`config.mk`:
```
export PLATFORM = sky130hd
export DESIGN_NAME = systolic_pe
export DESIGN_NICKNAME = d
export VERILOG_FILES = /design/src/rtl/systolic_pkg.sv /design/src/rtl/pe_mac.sv /design/src/rtl/systolic_pe.sv
export SDC_FILE = /design/constraint.sdc
export NUM_CORES = 1
export LEC_CHECK = 0
export BUFFER_PORTS_ARGS = -buffer_cell sky130_fd_sc_hd__buf_4
export CAP_MARGIN = 40
export CORE_ASPECT_RATIO = 0.7
export CORE_MARGIN = 8
export CORE_UTILIZATION = 32
export CTS_BUF_LIST = sky130_fd_sc_hd__clkbuf_16
export DETAILED_ROUTE_END_ITERATION = 16
export MAX_ROUTING_LAYER = met4
export PLACE_DENSITY = 0.59
export RECOVER_POWER = 100
export SETUP_SLACK_MARGIN = 0.3
export SYNTH_ARGS = -nofsm -noshare
export SYNTH_HDL_FRONTEND = slang
export SYNTH_SLANG_ARGS = --single-unit
```
`constraint.sdc`:
```
create_clock -name clk -period 10.2 [get_ports clk]
set_clock_uncertainty 0.05 [all_clocks]
set_input_delay 2.04 -clock clk [delete_from_list [all_inputs] [get_ports clk]]
set_output_delay 2.04 -clock clk [all_outputs]
set_load 0.05 [all_outputs]
```
`src/rtl/systolic_pkg.sv`:
```
// Array-level constants shared by every processing element in the systolic grid.
package systolic_pkg;

  localparam int DATA_W_DEF = 8;

endpackage

```
`src/rtl/pe_mac.sv`:
```
// Combinational multiply-accumulate step for one PE: acc + u*l, then wrap or clamp.
module pe_mac
  import systolic_pkg::*;
#(
  parameter int DATA_W   = DATA_W_DEF,
  parameter bit SATURATE = 1'b0
) (
  input  logic [DATA_W-1:0] acc_i,
  input  logic [DATA_W-1:0] u_i,
  input  logic [DATA_W-1:0] l_i,
  output logic [DATA_W-1:0] acc_o
);

  logic [2*DATA_W-1:0] prod;
  logic [2*DATA_W:0]   sum;

  // Any bit above the accumulator width means the sum exceeded the maximum value.
  function automatic logic [DATA_W-1:0] fold_sum(input logic [2*DATA_W:0] s);
    if (SATURATE && (s[2*DATA_W:DATA_W] != '0)) begin
      fold_sum = '1;
    end else begin
      fold_sum = s[DATA_W-1:0];
    end
  endfunction

  assign prod  = u_i * l_i;
  assign sum   = {1'b0, prod} + {{(DATA_W+1){1'b0}}, acc_i};
  assign acc_o = fold_sum(sum);

endmodule

```
`src/rtl/systolic_pe.sv`:
```
// Systolic-array processing element: forwards operands down/right and accumulates their product.
module systolic_pe
  import systolic_pkg::*;
#(
  parameter int DATA_W   = DATA_W_DEF,
  parameter bit SATURATE = 1'b0
) (
  input  logic              clk,
  input  logic              rst,
  input  logic [0:DATA_W-1] u,
  input  logic [0:DATA_W-1] l,
  output logic [0:DATA_W-1] d,
  output logic [0:DATA_W-1] r,
  output logic [0:DATA_W-1] out
);

  logic [DATA_W-1:0] d_q;
  logic [DATA_W-1:0] r_q;
  logic [DATA_W-1:0] acc_q;
  logic [DATA_W-1:0] acc_d;
  logic [DATA_W-1:0] u_in;
  logic [DATA_W-1:0] l_in;

  assign u_in = u;
  assign l_in = l;

  pe_mac #(
    .DATA_W  (DATA_W),
    .SATURATE(SATURATE)
  ) u_mac (
    .acc_i(acc_q),
    .u_i  (u_in),
    .l_i  (l_in),
    .acc_o(acc_d)
  );

  // Reset clears the accumulator too: it is the only way to start a new dot product.
  always_ff @(posedge clk or negedge rst) begin
    if (!rst) begin
      d_q   <= '0;
      r_q   <= '0;
      acc_q <= '0;
    end else begin
      d_q   <= u_in;
      r_q   <= l_in;
      acc_q <= acc_d;
    end
  end

  assign d   = d_q;
  assign r   = r_q;
  assign out = acc_q;

endmodule

```
After elaboration in Yosys (flattened, before gate mapping)
Index checks and enable logic that the tools add are counted.
W data, S select, Z words.
{"block": "totals", "ff_bits": 24, "out_inout_bits": 24, "in_bits": 18, "wordCells": 5}
{"block": "op_classes", "addsub": 1, "mul": 1}
{"operator": "$add A8 B8 Y8", "n": 1}
{"operator": "$mul A8 B8 Y8", "n": 1}

Depth between registers and ports, before layout
{"block": "depth", "depth_word": 2, "depth_mapped": 14, "depth_no_buf": 14}

By module
A second synthesis with hierarchy kept.
{"block": "hier_totals", "cells_unflattened": 151, "hier_area_um2": 1664.1}
{"module": "pe_mac", "seq_area_each_um2": 0.0, "cells_per_inst": 127, "area_per_inst_um2": 1063.5, "instances": 1}
{"module": "systolic_pe", "seq_area_each_um2": 600.6, "cells_per_inst": 24, "area_per_inst_um2": 600.6, "instances": 1}

Least setup slack after synthesis
No wires, ideal clock.
{"block": "synth_path", "kind": "in2reg", "startpoint": "input u[2] (netlist bit)", "endpoint": "register acc_q[7] (netlist: out[0])", "path_slack_ns": 5.107, "path_buffers": 0, "setup_time_ns": 0.080, "required_time_ns": 10.070, "arrival_ns": 4.963, "stages": 12, "path_cell_list": "nand2_1 fa_1 inv_1 fa_1 inv_1 fa_1 fa_1 inv_1 ha_1 a21oi_1 xnor2_2 xnor2_1"}
{"block": "synth_between", "elab_chain_len": 2}
{"item": "from (decl)", "line_no": "systolic_pe.sv:10", "rtl": "input logic [0:DATA_W-1] u,"}
{"item": "$mul A8 B8 Y8", "line_no": "pe_mac.sv:26", "rtl": "assign prod = u_i * l_i;"}
{"item": "$add A8 B8 Y8", "line_no": "pe_mac.sv:27", "rtl": "assign sum = {1'b0, prod} + {{(DATA_W+1){1'b0}}, acc_i};"}
{"item": "net acc_d[7]", "line_no": "systolic_pe.sv:20", "rtl": "logic [DATA_W-1:0] acc_d;"}
{"item": "to (signal assigned)", "line_no": "systolic_pe.sv:42", "rtl": "acc_q <= '0;"}
{"item": "to (signal assigned)", "line_no": "systolic_pe.sv:46", "rtl": "acc_q <= acc_d;"}
{"item": "to (decl)", "line_no": "systolic_pe.sv:19", "rtl": "logic [DATA_W-1:0] acc_q;"}
The timed path passes the listed nets, and every way through them passes these cells.

Final worst setup path
{"block": "layout_path", "startpoint": "input l[7] (netlist bit)", "endpoint": "register acc_q[7] (netlist: out[0])"}
{"block": "layout_between", "elab_chain_len": 2}
{"item": "from (decl)", "line_no": "systolic_pe.sv:11", "rtl": "input logic [0:DATA_W-1] l,"}
{"item": "$mul A8 B8 Y8", "line_no": "pe_mac.sv:26"}
{"item": "$add A8 B8 Y8", "line_no": "pe_mac.sv:27"}
{"item": "net acc_d[7]", "line_no": "systolic_pe.sv:20"}
The timed path passes the listed nets, and every way through them passes these cells.

==> run metrics <==
status=finished clean; critical path's most frequent cell=fa_1; total grt overflow=0; synth top area cells=dfrtp_1 36%, fa_1 22%, ha_1 13%; Area growth syn-to-layout=21.2%; Clk Tree Root Cell=clkbuf_16; Distinct cells, synth=13; syn_nets=204; Post-Syn Area=1670 µm²; total CTS buffers=3; Die Width=102 µm; Crit-path slowest cell=fa_1; fin. max-slew vios=0; Seq cells post-synth=24; total track usage=9.91%; Arr. time, crit path=5530 ps; setup_tns=0 ps; Finished Layout Cells=268; worst hold path class=flop to flop; Antenna Violating Nets Remaining=0; Final #Nets=250; VDD IR max=0.150 mV; number of cells produced by synthesis=151; Port Buffers=41; CP bufs+invs=4; Worst-Margin Slew=1250 ps; Worst Setup End Kind=flop; Yosys top cell area share=36.0%; Residual DRC=0; hold violation total from the final report=0; FILL cells=559; number of synthesized flops with an enable pin=0; RSZ-0062 raised after global routing=false; Antenna Diode Count=0; CP cell instances=clkbuf_1, nand2_1, fa_1, inv_1, fa_1, inv_1, fa_1, fa_1, inv_1, ha_1, a21oi_1, xnor2_2, xnor2_1; clock tree sinks=24; Setup Fix Bufs, Post-CTS=0; Detailed Routing Iterations Pass 1=4; Syn Area/Cell=11.0 µm²; number of top-level pins=42; asr flop ratio synth=100%; dpl cells=264; top cells by count, synth=34 x inv_1, 24 x dfrtp_1, 21 x nand2_1; top-count cell post-synth=inv_1; required time of the critical path=10340 ps; Clock Pin Slew Worst Setup and Hold Paths=60 ps; Primary FF master, synth=dfrtp_1; first-pass GRT wire length=5860 µm; total die area=7810 µm²; clock latency on the worst-skew pair=260 ps; YS warnings=0; share of cells above drive strength 1=5.10%; CTS tree=built; Vias/cell=4.04; H-Tree Depth=1; initial DRC count=35; crit-path max cell delay=570 ps; min Tclk post-route=5390 ps; Starting Density=32.6%; Final Cycle Share=52.9%; hpwl dp=2950 µm; total of cells resized after clock tree synthesis=0; vias in the first global route=1153; Leak Pwr=0.982 nW; Final Setup Violations=0; area of the multi-input gates=940 µm²; Max Buffers Root-to-Sink=2; fin util=39.5%; routed vias=1082; Die Y=76.4 µm; drt total wl=3560 µm; storage element area=601 µm²; initial antenna violation count=0; CP startpoint kind=input port; Hold WS=451 ps; core area=5120 µm²; largest net degree at the start of global routing=25; pwr dens=321 nW/µm²; Avg WL per Cell=13.3 µm; fmax=185 MHz; hold bufs inserted after CTS=0; row count=22; Top delay family on crit path=adder cells; RD Place Congestion=0.747; Crit Path Category=input port to flop; maxcap violations=0; area leader, netlist=dfrtp_1; Max FO, Critical Path=9; Slew headroom=16.8%; sequential area share after synthesis=36.0%
## where the power goes
part           leakage (nW)  internal (mW)  switching, mW  total, mW
logic                 0.652          0.164          0.241      0.404
registers             0.280          0.121         0.0116      0.133
clock network        0.0511         0.0779         0.0329      0.111
## cell usage in the layout, fill, tap and decap left out
master     instances
a21o_1             2
a21oi_1            2
and2_1            11
and2_2             3
bufinv_16          1
clkbuf_1          40
clkbuf_16          3
clkbuf_4           1
dfrtp_1           24
fa_1              18
ha_1              17
inv_1             34
nand2_1           21
nand2_2            1
xnor2_1           16
xnor2_2            1
xor2_1             1
## logic make-up after synthesis
group	share of synthesized area, %
AO/OA/AOI/OAI	1.50
XOR/XNOR	9.90
adder cells (fa/ha/maj)	34.4
buffers and inverters	7.65
flip-flops	36.0
AND/OR/NAND/NOR	10.6
## registers in the layout, indices dropped and copies added, names as in the netlist
name and count:
r 8, out 8, d 8
## worst paths after layout
check                                 startpoint          endpoint  slack (ps)  cells after the start
worst min register to register  out[7]$_DFF_PN0_  out[7]$_DFF_PN0_         450                      1
worst min-delay path            out[7]$_DFF_PN0_  out[7]$_DFF_PN0_         450                      1
min in group asynchronous                    rst    d[6]$_DFF_PN0_        1980                      1
worst max-delay path                        l[7]  out[0]$_DFF_PN0_        4810                     13
max in group asynchronous                    rst  out[6]$_DFF_PN0_        7380                      1
worst max register to register  out[1]$_DFF_PN0_  out[0]$_DFF_PN0_        6660                     12
## final cells by class
class                   count  area share [%]
multi-input cells          93            46.5
flip-flops and latches     24            29.7
repair buffers             41            7.80
inverters                  34            6.32
well taps                  72            4.46
clock buffers               3            3.72
clock inverters             1            1.49
## per-stage QoR
stage	setup WS [ps]	cell area, µm²	total power, mW
2_1_floorplan	5110	1670	0.468
3_3_place_gp	4820	2070	0.564
3_5_place_dp	4820	2070	0.566
4_1_cts	5080	2170	0.683
5_1_grt	4670	2020	0.714
6_report	4810	2020	0.648
## per-layer routing
metal	vias up	wire length (µm)	track usage, %
li1	533	-	-
met1	504	1760	13.5
met2	43	1440	13.5
met3	2	341	3.10
met4	0	24	3.07
met5	-	0	-
No activity file was read; power rests on OpenSTA's default activity.
